File: config.mk
export PLATFORM = sky130hd
export DESIGN_NAME = hilo_ctrl
export DESIGN_NICKNAME = d
export VERILOG_FILES = /design/src/rtl/hilo_pkg.sv /design/src/rtl/hilo_regs.sv /design/src/rtl/hilo_ctrl.sv
export SDC_FILE = /design/constraint.sdc
export NUM_CORES = 1
export LEC_CHECK = 0
export CORE_AREA = 2 2 142 144
export CTS_BUF_LIST = sky130_fd_sc_hd__clkbuf_8 sky130_fd_sc_hd__clkbuf_16
export DETAILED_ROUTE_END_ITERATION = 10
export DIE_AREA = 0 0 144 146
export PLACE_DENSITY = 0.7
export SLEW_MARGIN = 20
export SYNTH_ARGS = -nofsm -noshare
export SYNTH_HDL_FRONTEND = slang
export SYNTH_SLANG_ARGS = --single-unit
File: constraint.sdc
create_clock -name clock -period 3.55 [get_ports clock]
set_clock_uncertainty 0.15 [all_clocks]
set_input_delay 0.71 -clock clock [delete_from_list [all_inputs] [get_ports clock]]
set_output_delay 0.71 -clock clock [all_outputs]
set_load 0.1 [all_outputs]
File: src/rtl/hilo_pkg.sv
`default_nettype none
// ============================================================================
// Module   : hilo_pkg
// Purpose  : Shared encodings for the HI/LO control stage: FSM state codes,
//            operation select values and the default arithmetic latency.
// Revision : 1.0 - initial release
// ============================================================================
package hilo_pkg;

  // 3-bit state codes for the HI/LO sequencer
  localparam logic [2:0] ST_IDLE    = 3'd0;
  localparam logic [2:0] ST_LOAD    = 3'd1;
  localparam logic [2:0] ST_RUN     = 3'd2;
  localparam logic [2:0] ST_CAPTURE = 3'd3;
  localparam logic [2:0] ST_EXC     = 3'd4;

  typedef enum logic [2:0] {
    S_IDLE    = ST_IDLE,
    S_LOAD    = ST_LOAD,
    S_RUN     = ST_RUN,
    S_CAPTURE = ST_CAPTURE,
    S_EXC     = ST_EXC
  } hilo_state_t;

  // Operation select carried on the op input
  localparam logic OP_MULT = 1'b0;
  localparam logic OP_DIV  = 1'b1;

  // Cycles the div/mult units need after their restart pulse
  localparam int HILO_LATENCY_DEFAULT = 33;

endpackage : hilo_pkg
`default_nettype wire

File: src/rtl/hilo_regs.sv
`default_nettype none
// ============================================================================
// Module   : hilo_regs
// Purpose  : Architectural HI/LO register pair. A result capture loads both
//            halves at once; otherwise mthi/mtlo strobes write wdata into
//            either or both registers.
// Revision : 1.0 - initial release
// ============================================================================
module hilo_regs (
  input  logic        clock,
  input  logic        reset,
  input  logic        capture_en,
  input  logic [63:0] result,
  input  logic        mthi,
  input  logic        mtlo,
  input  logic [31:0] wdata,
  output logic [31:0] hi,
  output logic [31:0] lo
);

  // HI/LO storage: capture has priority, the controller never overlaps the two
  always_ff @(posedge clock) begin
    if (reset) begin
      hi <= 32'd0;
      lo <= 32'd0;
    end else if (capture_en) begin
      hi <= result[63:32];
      lo <= result[31:0];
    end else begin
      if (mthi) hi <= wdata;
      if (mtlo) lo <= wdata;
    end
  end

endmodule : hilo_regs
`default_nettype wire

File: src/rtl/hilo_ctrl.sv
`default_nettype none
// ============================================================================
// Module   : hilo_ctrl
// Purpose  : HI/LO control stage for the multi-cycle MIPS datapath. Latches
//            mult/div operands, restarts the arithmetic units, waits out
//            their fixed latency, captures the selected result into HI/LO,
//            flags division by zero and services mthi/mtlo writes.
// Revision : 1.0 - initial release
// ============================================================================
module hilo_ctrl
  import hilo_pkg::*;
#(
  parameter int LATENCY = HILO_LATENCY_DEFAULT
) (
  input  logic        clock,
  input  logic        reset,
  input  logic        start,
  input  logic        op,
  input  logic [31:0] rs_data,
  input  logic [31:0] rt_data,
  input  logic        mthi,
  input  logic        mtlo,
  input  logic [31:0] wdata,
  input  logic [31:0] hi_div,
  input  logic [31:0] lo_div,
  input  logic        division_by_zero,
  input  logic [31:0] hi_mult,
  input  logic [31:0] lo_mult,
  output logic [31:0] op_a,
  output logic [31:0] op_b,
  output logic        unit_reset,
  output logic [31:0] hi,
  output logic [31:0] lo,
  output logic        busy,
  output logic        done,
  output logic        div_zero_exc
);

  // Counter must hold values 0 .. LATENCY
  localparam int            CNT_W    = $clog2(LATENCY + 1);
  localparam logic [CNT_W-1:0] CNT_LAST = CNT_W'(LATENCY - 1);

  hilo_state_t      r_state;
  hilo_state_t      w_next;
  logic [CNT_W-1:0] r_count;
  logic             r_op;
  logic [31:0]      r_op_a;
  logic [31:0]      r_op_b;
  logic             r_done;
  logic             r_exc;

  logic             w_accept;
  logic             w_cnt_clr;
  logic             w_cnt_inc;
  logic             w_capture;
  logic             w_done_d;
  logic             w_exc_d;
  logic             w_unit_reset;
  logic             w_idle;
  logic [63:0]      w_result;

  assign w_idle   = (r_state == S_IDLE);
  assign w_result = (r_op == OP_DIV) ? {hi_div, lo_div} : {hi_mult, lo_mult};

  // Next-state and per-state control strobes
  always_comb begin
    w_next       = r_state;
    w_accept     = 1'b0;
    w_cnt_clr    = 1'b0;
    w_cnt_inc    = 1'b0;
    w_capture    = 1'b0;
    w_done_d     = 1'b0;
    w_exc_d      = 1'b0;
    w_unit_reset = 1'b0;
    case (r_state)
      S_IDLE: begin
        if (start) begin
          w_accept = 1'b1;
          w_next   = S_LOAD;
        end
      end
      S_LOAD: begin
        w_unit_reset = 1'b1;
        // A zero divisor is known from the latched operand, so skip the wait
        if ((r_op == OP_DIV) && (r_op_b == 32'd0)) begin
          w_next = S_EXC;
        end else begin
          w_cnt_clr = 1'b1;
          w_next    = S_RUN;
        end
      end
      S_RUN: begin
        w_cnt_inc = 1'b1;
        if (r_count == CNT_LAST) w_next = S_CAPTURE;
      end
      S_CAPTURE: begin
        w_done_d = 1'b1;
        w_next   = S_IDLE;
        // The divider's own zero flag still suppresses the write-back
        if ((r_op == OP_DIV) && division_by_zero) w_exc_d = 1'b1;
        else                                      w_capture = 1'b1;
      end
      S_EXC: begin
        w_done_d = 1'b1;
        w_exc_d  = 1'b1;
        w_next   = S_IDLE;
      end
      default: w_next = S_IDLE;
    endcase
  end

  // State, counter, operand latches and registered completion pulses
  always_ff @(posedge clock) begin
    if (reset) begin
      r_state <= S_IDLE;
      r_count <= '0;
      r_op    <= OP_MULT;
      r_op_a  <= 32'd0;
      r_op_b  <= 32'd0;
      r_done  <= 1'b0;
      r_exc   <= 1'b0;
    end else begin
      r_state <= w_next;
      if (w_accept) begin
        r_op   <= op;
        r_op_a <= rs_data;
        r_op_b <= rt_data;
      end
      if (w_cnt_clr)      r_count <= '0;
      else if (w_cnt_inc) r_count <= r_count + CNT_W'(1);
      r_done <= w_done_d;
      r_exc  <= w_exc_d;
    end
  end

  hilo_regs u_regs (
    .clock      (clock),
    .reset      (reset),
    .capture_en (w_capture),
    .result     (w_result),
    .mthi       (mthi && w_idle),
    .mtlo       (mtlo && w_idle),
    .wdata      (wdata),
    .hi         (hi),
    .lo         (lo)
  );

  assign op_a         = r_op_a;
  assign op_b         = r_op_b;
  assign unit_reset   = w_unit_reset;
  assign busy         = !w_idle;
  assign done         = r_done;
  assign div_zero_exc = r_exc;

endmodule : hilo_ctrl
`default_nettype wire

==> impl_metrics.env, run 1 <==
export IMPL_arrival_ns=1.89
export IMPL_cts_setup_buffers=0
export IMPL_max_clock_freq_mhz=363
export IMPL_synth_seq_cells=140
export IMPL_multiInputGateArea_um2=3210
export IMPL_timing_final_crit_share=0.775
export IMPL_post_cts_resized=0
export IMPL_area_delta_synth_final_pct=63.2
export IMPL_gp_congestion=0.827
export IMPL_p_per_area_nw_per_um2=498
export IMPL_cts_sinks=140
export IMPL_hpwl_um=17100
export IMPL_synth_cells=758
export IMPL_wl_per_cell_um=17.0
export IMPL_grt_max_degree=68
export IMPL_finalSetupTns_ns=0
export IMPL_row_count=51
export IMPL_maxCapViolCount=0
export IMPL_crit_chain="clkdlybuf4s50_1"
export IMPL_start_util=0.329
export IMPL_final_area_um2=10400
export IMPL_rsz0062_at_grt="no"
export IMPL_power_leakage_nw=4.09
export IMPL_regArea_um2=2810
export IMPL_synth_distinct_cells=33
export IMPL_wl_um=23200
export IMPL_path_class="flop to output pin"
export IMPL_critPathMaxStageDelay_ns=1.16
export IMPL_vias=6722
export IMPL_status="completed"
export IMPL_peakVddDrop_uv=434
export IMPL_antennaDiodeCount=0
export IMPL_track_usage=0.208
export IMPL_via_per_inst=4.93
export IMPL_slowest_stage="clkdlybuf4s50_1"
export IMPL_die_w_um=144
export IMPL_worst_ep_required_time_ns=2.69
export IMPL_drive_gt1_frac=0.158
export IMPL_met2_length_um=11300
export IMPL_clkTransAtPathRegs_ns=0.06
export IMPL_slew_headroom=0.322
export IMPL_yosys_warnings=0
export IMPL_nFillCells=1838
export IMPL_drc=0
export IMPL_placed_cell_area_um2=9800
export IMPL_crit_fanout=2
export IMPL_setup_violations=0
export IMPL_crit_cells=1
export IMPL_synth_nets=991
export IMPL_fin_nets=1319
export IMPL_hp_class="flop to flop"
export IMPL_cts_tree="done"
export IMPL_insertion_delay_ns=0.41
export IMPL_core_area_um2=19300
export IMPL_cts_root_buffer_cell="clkbuf_16"
export IMPL_overflow=0
export IMPL_drt_initial_drc_count=258
export IMPL_met1_length_um=9370
export IMPL_port_buffers=362
export IMPL_syn_avg_cell_area_um2=8.40
export IMPL_cts_buffers=17
export IMPL_antenna_found_initial=1
export IMPL_yosysSeqAreaShare=0.440
export IMPL_num_io_pins=363
export IMPL_grt_pass1_vias=6260
export IMPL_cts_buffer_depth=2
export IMPL_cts_htree_levels=4
export IMPL_cts_hold_buffers_added=0
export IMPL_fin_crit_ns=2.75
export IMPL_fin_total_pwr_w=0.00518
export IMPL_reg2reg_slack_ns=1.15
export IMPL_setup_ws_ns=0.799
export IMPL_crit_buf_inv=1
export IMPL_place_inst=1332
export IMPL_netlist_area_um2=6360
export IMPL_routed_top_layer="met5"
export IMPL_dieHeight_um=146
export IMPL_first_pass_iters=5
export IMPL_met3_length_um=1980
export IMPL_hold_depth=2
export IMPL_worst_r2r_cell_count=6
export IMPL_die_area_um2=21000
export IMPL_worst_slew_pin_slew_ns=1.01
export IMPL_antenna_left=0
export IMPL_grt_pass1_wl_um=34200
export IMPL_slew_violations=0
export IMPL_stdcell_count=1364
export IMPL_final_hold_viol_count=0
export IMPL_end_kind="output pin"
export IMPL_cpLargestDelayFamily="buffers and inverters"
export IMPL_place_ws_ns=0.874
export IMPL_start_kind="flop"
==> cells in the mapped netlist <==
cell type | instances | area [um^2]
nand2_1 | 199 | 747
a21oi_1 | 163 | 816
dfxtp_1 | 140 | 2800
a211o_1 | 64 | 561
mux2i_1 | 64 | 641
clkbuf_1 | 31 | 116
buf_2 | 21 | 105
nor2_1 | 13 | 48.8
nor4_1 | 12 | 75.1
buf_6 | 9 | 101
xor2_1 | 4 | 35.0
and3_1 | 3 | 18.8
buf_4 | 3 | 22.5
inv_1 | 3 | 11.3
nand4_1 | 3 | 18.8
nor3_1 | 3 | 15.0
nor4b_1 | 3 | 26.3
a22oi_4 | 2 | 42.5
a31oi_1 | 2 | 12.5
and3b_1 | 2 | 17.5
ha_1 | 2 | 25.0
a32oi_1 | 1 | 8.76
and2_1 | 1 | 6.26
and2_4 | 1 | 8.76
and4_1 | 1 | 8.76
nand3_1 | 1 | 5.00
nor2b_1 | 1 | 6.26
nor3_4 | 1 | 16.3
nor3b_1 | 1 | 7.51
nor3b_2 | 1 | 12.5
o21a_1 | 1 | 7.51
o31a_1 | 1 | 8.76
xnor2_1 | 1 | 8.76
==> power by group <==
| part | internal, W | total (W) | switching [W] |
|---|---|---|---|
| Clock | 0.00102 | 0.00175 | 0.000731 |
| Combinational | 0.000531 | 0.00167 | 0.00113 |
| Sequential | 0.00168 | 0.00176 | 0.0000839 |
==> path summary, 6_finish.rpt <==
| path | from | endpoint |
|---|---|---|
| max | u_regs.lo[4]$_SDFFE_PP0P_ | lo[4] |
| min | u_regs.lo[4]$_SDFFE_PP0P_ | u_regs.lo[4]$_SDFFE_PP0P_ |
| max reg2reg | r_state[1]$_SDFFE_PP0P_ | u_regs.hi[20]$_SDFFE_PP0P_ |
| min reg2reg | u_regs.lo[4]$_SDFFE_PP0P_ | u_regs.lo[4]$_SDFFE_PP0P_ |
==> cells by family (layout without fill, tap and decap cells) <==
logic type,Yosys count,after routing,synth area share
and+or+nand+nor,246,246,0.163
adders and majority gates,2,2,0.00393
AOI/OAI and AO/OA,234,234,0.229
muxes,64,64,0.101
buffers and inverters,67,408,0.0560
xor gates and xnor gates,5,5,0.00688
DFF,140,140,0.440
==> metal layers <==
metal,vias up,GRT usage
met3,32,0.0625
met1,3097,0.254
met5,-,0
met2,271,0.343
met4,2,0.0789
li1,3320,-
==> per-stage QoR <==
stage                util  hold WS, ns
detailed placement  0.507        0.294
global placement    0.507        0.289
finish              0.537        0.300
floorplan               -        0.329
CTS                 0.537        0.302
global route        0.537        0.322
==> registers in the layout, summed over array words and instances, names as in the netlist <==
| signal | count |
|---|---|
| done | 1 |
| u_regs.lo | 32 |
| r_op | 1 |
| op_b | 32 |
| u_regs.hi | 32 |
| div_zero_exc | 1 |
| r_state | 3 |
| r_count | 6 |
| op_a | 32 |
==> tightest hold or removal path, stage by stage (launching register included) <==
cell,delay [ns]
dfxtp_1,0.31
nand2_1,0.05
a21oi_1,0.05
==> cell usage in the layout (no fill, tap or decap), types with 2 or more instances in the layout <==
master,count
mux2i_1,64
ha_1,2
clkinv_4,3
nand2_1,198
clkdlybuf4s50_1,241
and3_1,3
dfxtp_1,139
nand4_1,3
buf_12,3
a31oi_1,2
nor3b_2,2
nor3_1,3
buf_4,129
a21oi_1,163
clkbuf_16,17
nor2_1,13
clkbuf_8,2
clkinvlp_4,2
inv_6,6
inv_1,3
a22oi_4,2
xor2_1,4
a211o_1,64
nor4_1,12
nor4b_1,3
==> cell type report <==
class | instances | area share
Sequential cell | 140 | 0.270
Clock inverter | 13 | 0.0124
Multi-Input combinational cell | 551 | 0.309
Inverter | 3 | 0.00108
Timing Repair Buffer | 373 | 0.331
Clock buffer | 19 | 0.0436
Tap cell | 265 | 0.0319
Note: power is estimated with default switching activity, not from simulation.
==> run 2: changes to the inputs <==
--- a/config.mk
+++ b/config.mk
@@ -5,11 +5,11 @@
 export SDC_FILE = /design/constraint.sdc
 export NUM_CORES = 1
 export LEC_CHECK = 0
-export CORE_AREA = 2 2 142 144
+export CORE_AREA = 2 2 139 141
 export CTS_BUF_LIST = sky130_fd_sc_hd__clkbuf_8 sky130_fd_sc_hd__clkbuf_16
 export DETAILED_ROUTE_END_ITERATION = 10
-export DIE_AREA = 0 0 144 146
-export PLACE_DENSITY = 0.7
+export DIE_AREA = 0 0 141 143
+export PLACE_DENSITY = 0.73
 export SLEW_MARGIN = 20
 export SYNTH_ARGS = -nofsm -noshare
 export SYNTH_HDL_FRONTEND = slang
==> constraint.sdc (replaced) <==
create_clock -name clock -period 2.8 [get_ports clock]
set_clock_uncertainty 0.15 [all_clocks]
set_input_delay 0.56 -clock clock [delete_from_list [all_inputs] [get_ports clock]]
set_output_delay 0.56 -clock clock [all_outputs]
set_load 0.1 [all_outputs]
==> run 2 against run 1 <==
  * Sequential share of layout area is 0.091 points higher
  * Final cell count down 2.3%
  * Critical endpoint is now unit_reset
  * Cell area down 0.34%
  * Critical path type unchanged
==> impl_metrics.env, run 2 (synthesis gave the netlist of run 1 again) <==
export IMPL_status="completed"
export IMPL_cts_hold_buffers_added=0
export IMPL_grt_pass1_wl_um=34300
export IMPL_fin_hold_ws_ns=0.300
export IMPL_critPathMaxStageDelay_ns=0.46
export IMPL_p_per_area_nw_per_um2=637
export IMPL_vias=6646
export IMPL_wl_per_cell_um=17.3
export IMPL_timing_rr_end="u_regs.hi[25]$_SDFFE_PP0P_"
export IMPL_place_inst=1300
export IMPL_power_leakage_nw=4.13
export IMPL_peakVddDrop_uv=377
export IMPL_grt_pass1_vias=6176
export IMPL_worst_r2r_cell_count=5
export IMPL_cts_buffers=17
export IMPL_path_class="flop to output pin"
export IMPL_cts_root_buffer_cell="clkbuf_16"
export IMPL_cpLargestDelayFamily="flip-flops"
export IMPL_final_hold_viol_count=0
export IMPL_antenna_found_initial=0
export IMPL_nFillCells=1698
export IMPL_grt_max_degree=81
export IMPL_first_pass_iters=4
export IMPL_cts_setup_buffers=0
export IMPL_cts_sinks=140
export IMPL_fin_crit_ns=2.30
export IMPL_wl_um=23100
export IMPL_row_count=50
export IMPL_layout_commonest_cell="clkdlybuf4s50_1"
export IMPL_timing_final_crit_share=0.822
export IMPL_fin_nets=1318
export IMPL_rsz0062_at_grt="no"
export IMPL_worst_slew_pin_slew_ns=0.714
export IMPL_reg2reg_slack_ns=0.70
export IMPL_slowest_stage="dfxtp_1"
export IMPL_cts_tree="done"
export IMPL_dieHeight_um=143
export IMPL_die_w_um=141
export IMPL_drive_gt1_frac=0.167
export IMPL_max_clock_freq_mhz=434
export IMPL_port_buffers=362
export IMPL_hp_class="flop to flop"
export IMPL_setup_worst_path_end="unit_reset"
export IMPL_cts_htree_levels=4
export IMPL_die_area_um2=20200
export IMPL_hpwl_um=16800
export IMPL_cp_startpoint="r_state[0]$_SDFFE_PP0P_"
export IMPL_core_area_um2=18600
export IMPL_crit_cells=2
export IMPL_slew_violations=0
export IMPL_hold_depth=2
export IMPL_start_kind="flop"
export IMPL_final_cell_mix="clkdlybuf4s50_1, nand2_1, a21oi_1"
export IMPL_via_per_inst=4.99
export IMPL_maxCapViolCount=0
export IMPL_overflow=0
export IMPL_drc=0
export IMPL_clkTransAtPathRegs_ns=0.06
export IMPL_worstReg2RegStart="r_state[1]$_SDFFE_PP0P_"
export IMPL_stdcell_count=1332
export IMPL_track_usage=0.217
export IMPL_arrival_ns=1.59
export IMPL_insertion_delay_ns=0.41
export IMPL_crit_chain="nor3b_2, buf_4"
export IMPL_slew_headroom=0.524
export IMPL_cts_buffer_depth=2
export IMPL_worst_ep_required_time_ns=2.09
export IMPL_gp_congestion=0.805
export IMPL_area_delta_synth_final_pct=62.7
export IMPL_num_io_pins=363
export IMPL_start_util=0.342
export IMPL_crit_fanout=6
export IMPL_antennaDiodeCount=0
export IMPL_drt_initial_drc_count=291
export IMPL_final_core_util=0.557
export IMPL_antenna_left=0
export IMPL_crit_buf_inv=1
export IMPL_post_cts_resized=0
export IMPL_finalSetupTns_ns=0
export IMPL_end_kind="output pin"
export IMPL_setup_violations=0
-- run 2: power by group --
part / internal (W) / switching (W)
logic: 0.000679 / 0.00146
registers: 0.00213 / 0.0000950
clock network: 0.00134 / 0.000898
total: 0.00415 / 0.00245
-- run 2: worst min-delay path, delay by kind of cell (launching register included) --
| kind | cells | cell delay [ns] |
|---|---|---|
| AO/OA/AOI/OAI | 1 | 0.05 |
| flip-flops | 1 | 0.31 |
| AND/OR/NAND/NOR | 1 | 0.05 |
-- run 2: worst min path at each step --
stage	from	end	slack [ns]
2_1_floorplan	r_count[5]$_SDFFE_PP0N_	r_count[5]$_SDFFE_PP0N_	0.33
3_3_place_gp	u_regs.hi[29]$_SDFFE_PP0P_	u_regs.hi[29]$_SDFFE_PP0P_	0.29
3_5_place_dp	u_regs.hi[9]$_SDFFE_PP0P_	u_regs.hi[9]$_SDFFE_PP0P_	0.29
4_1_cts	u_regs.lo[15]$_SDFFE_PP0P_	u_regs.lo[15]$_SDFFE_PP0P_	0.30
5_1_grt	u_regs.lo[18]$_SDFFE_PP0P_	u_regs.lo[18]$_SDFFE_PP0P_	0.32
6_report	u_regs.hi[9]$_SDFFE_PP0P_	u_regs.hi[9]$_SDFFE_PP0P_	0.30
-- run 2: metrics by stage --
| stage | power (W) | worst slack (ns) | cell area [um^2] |
|---|---|---|---|
| 2_1_floorplan | 0.00371 | 0.269 | 6370 |
| 3_3_place_gp | 0.00439 | 0.302 | 9770 |
| 3_5_place_dp | 0.00441 | 0.300 | 9770 |
| 4_1_cts | 0.00665 | 0.486 | 10400 |
| 5_1_grt | 0.00684 | 0.417 | 10400 |
| 6_report | 0.00660 | 0.497 | 10400 |
-- run 2: cell type report --
| type | instances | area (um^2) | area share |
|---|---|---|---|
| multi-input combinational | 551 | 3210 | 0.311 |
| clock buffer | 18 | 439 | 0.0424 |
| sequential | 140 | 2810 | 0.271 |
| inverter | 3 | 11.3 | 0.00109 |
| tap | 234 | 293 | 0.0283 |
| timing repair buffer | 372 | 3440 | 0.332 |
| clock inverter | 14 | 146 | 0.0141 |
-- run 2: per-layer routing --
layer  part of all wire  wire length (um)  global-route usage
met1               0.41              9390               0.267
met2               0.51             11900               0.372
met3              0.058              1350              0.0620
met4              0.020               467              0.0605
met5                  0                 0                   0
==> patch 1, RTL diff (flow settings as in run 1) <==
`HILO_LATENCY_DEFAULT`: 33 -> 66.
--- a/src/rtl/hilo_pkg.sv
+++ b/src/rtl/hilo_pkg.sv
@@ -28,5 +28,5 @@
 
   // Cycles the div/mult units need after their restart pulse
-  localparam int HILO_LATENCY_DEFAULT = 33;
+  localparam int HILO_LATENCY_DEFAULT = 66;
 
 endpackage : hilo_pkg
Behaviour: no difference found for any inputs over 4 cycles, from zero or initial values and one cycle with reset high; that may be too few to reach the edited logic, so the function may still have changed.
==> patch 1 against run 1 <==
- wire length increased by 1.8%
- register-to-register slack lost 0.26 ns
- worst setup slack lost 0.00061 ns
- maximum frequency barely moved
- critical endpoint is now op_a[15]
- synthesized area rose by 0.88%
- global-route usage up 0.77 points
- first-iteration DRC count shrank 8.9%
- final cell count decreased by 0.29%
- cell area increased by 0.21%
- power grew 0.68%
- via count decreased by 1.3%
- sequential cell count rose by 1
- largest power group unchanged
- die area stayed put
==> patch 1: results (changes against run 1) <==
Run status:
- Outcome: completed (unchanged).

Critical path:
- The category of cells accounting for the largest share of critical-path delay is buffers and inverters (unchanged).
- The cell with the biggest individual delay on the critical path was clkdlybuf4s50_1 (unchanged).
- The largest driver fanout on the critical path is 2 (unchanged).
- The largest incremental delay on the critical path is 1.15 ns.
- The depth of the worst register-to-register path was 4 (was 6).

CTS:
- The number of cells upsized or downsized after cts was 0 (unchanged).
- The number of buffers on the longest clock path is 2 (unchanged).
- The number of post-CTS setup repair buffers was 0 (unchanged).
- The clock tree root buffer cell is clkbuf_16 (unchanged).
- The source-to-sink clock delay at the later pin of the worst-skew pair was 0.41 ns (about the same).
- The number of H-tree levels is 4 (unchanged).
- The clock transition at the registers of the reported paths is 0.06 ns (about the same).
- The number of buffers created by CTS is 17 (unchanged).

Yosys:
- The total nets after synthesis is 988 (was 991).
- The compound-gate portion of the synthesized area is 23.1% (was 22.9%).
- The adder-cell share of the synthesized area came to 0.390% (was 0.393%).
- The share of synthesized area spent on multiplexers is 9.98% (was 10.1%).
- Top area cells in the synthesized netlist: dfxtp_1, a21oi_1, nand2_1, mux2i_1, a211o_1 (unchanged).
- The number of different library cells in the post-synthesis netlist is 36 (was 33).
- The post-synthesis async set-or-reset flop share is 0% (unchanged).
- Cell types with the highest counts after synthesis: nand2_1, a21oi_1, dfxtp_1 (unchanged).
- The most instantiated flip-flop cell in the synthesis netlist is dfxtp_1 (unchanged).
- The portion of the post-synthesis area used by sequential elements is 44.0% (about the same).
- The XOR/XNOR share of the synthesized area was 0.819% (was 0.688%).

Route:
- The number of iterations in the first detailed-routing pass is 5 (unchanged).
- The total wirelength of the detailed-routed design is 23,600 um (was 23,200 um).
- The number of violations reported at the end of detailed-routing iteration 0 is 235 (was 258).
- The per-cell via count in the routed design is 4.88 (was 4.93).

Job:
- The number of violations of the max-capacitance limit is 0 (unchanged).

Timing:
- The transition at the pin with the smallest max-transition slack is 0.995 ns (was 1.01 ns).

Global route:
- The number of global-route vias before repair is 6,412 (was 6,260).
- The global-route wire length before repair is 35,200 um (was 34,200 um).
- The initial antenna violation count is 1 (unchanged).
- The largest net degree at the start of global routing is 128 (was 68).
- The global routing usage summed across all routing layers is 21.6% (was 20.8%).

Power:
- The reported leakage power is 4.07 nW (was 4.09 nW).
- The worst vdd rail ir drop is 0.308 mV (was 0.434 mV).

Worst hold path:
- The depth of the worst hold-timing path was 2 (unchanged).
- The path category of the worst min-delay check is flop to flop (unchanged).

Placed design:
- The detailed placer's ending HPWL was 17,700 um (was 17,100 um).
- The worst-case setup slack after placement came to 0.614 ns (was 0.874 ns).
- The placer congestion estimate is 0.792 (was 0.827).
- The count of port buffers added during placement came to 362 (unchanged).

Final layout:
- The share of layout cells above drive strength 1 came to 16.2% (was 15.8%).
- The fill cell total of the finished layout was 1,835 (was 1,838).
- The number of nets in the layout is 1,316 (was 1,319).
patch 1: cell types whose count changed in the layout (fill, tap and decap cells not counted), sizes merged, moves of 2 or more:
cell / change
a211oi: +2
xnor2: +2
inv: -4
nor3: -2
clkdlybuf4s50: +3
nand2: +4
nor4: -4
buf: -3
patch 1: logic make-up (layout without fill, tap and decap cells):
kind of cell,Yosys count,after routing
AOI/OAI and AO/OA,233,233
buffers and inverters,66,405
adders and majority gates,2,2
muxes,64,64
and+or+nand+nor,243,243
DFF,141,141
xor gates and xnor gates,6,6
other,0,1
patch 1: path summary, 6_finish.rpt:
| check | end | slack (ns) | start |
|---|---|---|---|
| worst max-delay path | op_a[15] | 0.80 | op_a[15]$_SDFFE_PP0P_ |
| worst max register to register | u_regs.hi[30]$_SDFFE_PP0P_ | 0.89 | r_state[1]$_SDFFE_PP0P_ |
| worst min-delay path | u_regs.hi[28]$_SDFFE_PP0P_ | 0.30 | u_regs.hi[28]$_SDFFE_PP0P_ |
| worst min register to register | u_regs.hi[28]$_SDFFE_PP0P_ | 0.30 | u_regs.hi[28]$_SDFFE_PP0P_ |
patch 1: layer usage:
layer,global-route usage [%],vias up,routed length [um]
met3,7.14,27,2320
met5,0,-,0
li1,-,3292,-
met1,24.5,3040,9180
met4,6.57,0,320
met2,38.1,278,11800
patch 1: cell type report:
cell class	count	share of cell area, %
Antenna cell	1	0.0240
Clock buffer	18	4.22
Clock inverter	12	1.20
Inverter	2	0.0721
Multi-Input combinational cell	548	31.0
Sequential cell	141	27.2
Tap cell	265	3.19
Timing Repair Buffer	373	33.1
patch 1: per-stage QoR:
step	total power, W	instances	hold WS (ns)	area [um2]
floorplan	0.00298	755	0.327	6420
global placement	0.00353	1329	0.288	9840
detailed placement	0.00354	1329	0.293	9840
CTS	0.00527	1359	0.302	10400
global route	0.00542	1360	0.315	10400
finish	0.00521	1360	0.299	10400
patch 1: power by group:
part | total [W] | internal (W) | switching [W] | leakage, nW
sequential | 0.00177 | 0.00170 | 0.0000715 | 1.16
clock | 0.00171 | 0.00104 | 0.000674 | 0.281
combinational | 0.00173 | 0.000541 | 0.00119 | 2.63
total | 0.00521 | 0.00328 | 0.00194 | 4.07
==> patch 2, RTL diff (settings of run 1) <==
Made on the original files. Add an input register stage for `hi_mult`, with the module's reset; this delays it by one clock. The other inputs are not delayed to match.
--- a/src/rtl/hilo_ctrl.sv
+++ b/src/rtl/hilo_ctrl.sv
@@ -41,4 +41,14 @@
   localparam logic [CNT_W-1:0] CNT_LAST = CNT_W'(LATENCY - 1);
 
+  logic [31:0] hi_mult_q;
+
+  always_ff @(posedge clock) begin
+    if (reset) begin
+      hi_mult_q <= '0;
+    end else begin
+      hi_mult_q <= hi_mult;
+    end
+  end
+
   hilo_state_t      r_state;
   hilo_state_t      w_next;
@@ -61,5 +71,5 @@
 
   assign w_idle   = (r_state == S_IDLE);
-  assign w_result = (r_op == OP_DIV) ? {hi_div, lo_div} : {hi_mult, lo_mult};
+  assign w_result = (r_op == OP_DIV) ? {hi_div, lo_div} : {hi_mult_q, lo_mult};
 
   // Next-state and per-state control strobes
Check against the original RTL: no difference found for any inputs over 4 cycles, from zero or initial values and one cycle with reset high; that may be too few to reach the edited logic, so the function may still have changed.
==> patch 2 against run 1 <==
- clock power is 4% higher
- sequential cell count is 32 higher
- die area stayed put
- cell area is 7.7% higher
- first-iteration DRC count is 20% higher
- wire length is 7.6% higher
- worst setup slack worse by 0.0097 ns
- power is 10% higher
- global-route usage is 2.0 points higher
- synthesized area is 12% higher
==> patch 2: results (changes against run 1) <==
Global route:
- The global routing usage summed across all routing layers is 22.8% (was 20.8%).
- The largest net degree at the start of global routing is 167 (was 68).
- The global-route wire length before repair was 37,400 um (was 34,200 um).
- The number of global-route vias before repair is 6,831 (was 6,260).

Placed design:
- The detailed placer's ending HPWL came to 18,000 um (was 17,100 um).
- The count of port buffers added during placement is 362 (unchanged).
- The worst-case setup slack after placement is 0.743 ns (was 0.874 ns).
- The placer congestion estimate was 0.839 (was 0.827).
- The post-place instance area came to 10,600 um2 (was 9800 um2).

Worst hold path:
- The end point of the most critical hold path is u_regs.hi[11]$_SDFFE_PP0P_ (was u_regs.lo[4]$_SDFFE_PP0P_).
- The depth of the worst hold-timing path is 2 (unchanged).
- The path category of the worst min-delay check is flop to flop (unchanged).
- The origin of the worst min-delay path is u_regs.hi[11]$_SDFFE_PP0P_ (was u_regs.lo[4]$_SDFFE_PP0P_).

Run status:
- Outcome: completed (unchanged).

Timing:
- The number of failing setup endpoints in the final timing report came to 0 (unchanged).
- The worst slew slack as a fraction of its limit is 34.6% (was 32.2%).
- The final worst hold slack is 0.299 ns (was 0.300 ns).

Critical path:
- The largest driver fanout on the critical path came to 2 (unchanged).
- The endpoint of the worst register-to-register path is u_regs.hi[29]$_SDFFE_PP0P_ (was u_regs.hi[20]$_SDFFE_PP0P_).
- The cell with the biggest individual delay on the critical path is clkdlybuf4s50_1 (unchanged).
- The largest incremental delay on the critical path is 1.14 ns (was 1.16 ns).
- The depth of the worst register-to-register path was 4 (was 6).
- The setup slack on the worst flop-to-flop path came to 1.21 ns (was 1.15 ns).

CTS:
- The number of cells upsized or downsized after cts was 0 (unchanged).
- The number of buffers created by CTS is 17 (unchanged).
- The number of H-tree levels was 4 (unchanged).
- Clock-pin slew was measured on the worst setup and hold paths at 0.07 ns.
- The number of post-CTS setup repair buffers was 0 (unchanged).
- The clock tree root buffer cell is clkbuf_16 (unchanged).
- The source-to-sink clock delay at the later pin of the worst-skew pair is 0.43 ns (was 0.41 ns).

Yosys:
- The number of different library cells in the post-synthesis netlist came to 32 (was 33).
- The total nets after synthesis is 1,047 (was 991).
- Top area cells in the synthesized netlist: dfxtp_1, a21oi_1, nand2_1, mux2i_1, a211o_1 (unchanged).
- The portion of the post-synthesis area used by sequential elements came to 48.1% (was 44.0%).
- Cell types with the highest counts after synthesis: nand2_1, dfxtp_1, a21oi_1 (was nand2_1, a21oi_1, dfxtp_1).
- The post-synthesis instance total is 814 (was 758).

Route:
- The average wire per cell in the routed design is 17.6 um (was 17.0 um).
- The number of violations reported at the end of detailed-routing iteration 0 is 309 (was 258).
- The per-cell via count in the routed design came to 4.98 (was 4.93).
- The number of iterations in the first detailed-routing pass was 5 (unchanged).

Final layout:
- The share of layout cells above drive strength 1 came to 15.0% (was 15.8%).
- The number of non-filler instances in the completed layout is 1,418 (was 1,364).
- The fill cell total of the finished layout is 1,764 (was 1,838).

Power:
- The reported leakage power came to 4.38 nW (was 4.09 nW).
- The worst vdd rail ir drop is 0.330 mV (was 0.434 mV).
- The switching power total is 0.00209 W (was 0.00195 W).
## patch 2: metal layers
layer,vias to the layer above,global-route usage (%),share of wire (%)
met3,33,8.56,10
met4,0,8.14,2.3
met5,-,0,0
li1,3462,-,-
met1,3288,27.1,40
met2,278,37.6,48
## patch 2: final cells by class
cell class | count | area [um2] | area share [%]
multi-input cells | 571 | 3350 | 30.0
clock inverters | 13 | 116 | 1.04
flip-flops and latches | 172 | 3450 | 30.8
clock buffers | 19 | 453 | 4.05
inverters | 4 | 15.0 | 0.134
well taps | 265 | 332 | 2.96
diodes | 1 | 2.50 | 0.0224
repair buffers | 373 | 3470 | 31.0
## patch 2: worst max path at each step
stage,start,to,slack [ns],depth (start not counted)
floorplan,r_state[0]$_SDFFE_PP0P_,unit_reset,0.93,1
global placement,division_by_zero,u_regs.hi[26]$_SDFFE_PP0P_,0.80,5
detailed placement,division_by_zero,u_regs.hi[21]$_SDFFE_PP0P_,0.74,5
CTS,op_a[15]$_SDFFE_PP0P_,op_a[15],0.77,1
global route,op_a[13]$_SDFFE_PP0P_,op_a[13],0.73,1
finish,u_regs.hi[21]$_SDFFE_PP0P_,hi[21],0.79,1
## patch 2: cells by family after synthesis
family | after synthesis | share of synthesized area (%)
and+or+nand+nor | 267 | 16.4
AOI/OAI and AO/OA | 233 | 20.3
DFF | 172 | 48.1
buffers and inverters | 71 | 5.18
muxes | 64 | 8.96
xor gates and xnor gates | 5 | 0.612
adders and majority gates | 2 | 0.350
## patch 2: power by group through the flow
stage          clock network [W]  logic (W)  registers [W]
2_1_floorplan                  0   0.000427        0.00294
3_3_place_gp                   0    0.00175        0.00217
3_5_place_dp                   0    0.00176        0.00218
4_1_cts                  0.00186    0.00176        0.00214
5_1_grt                  0.00195    0.00184        0.00215
6_report                 0.00182    0.00175        0.00214
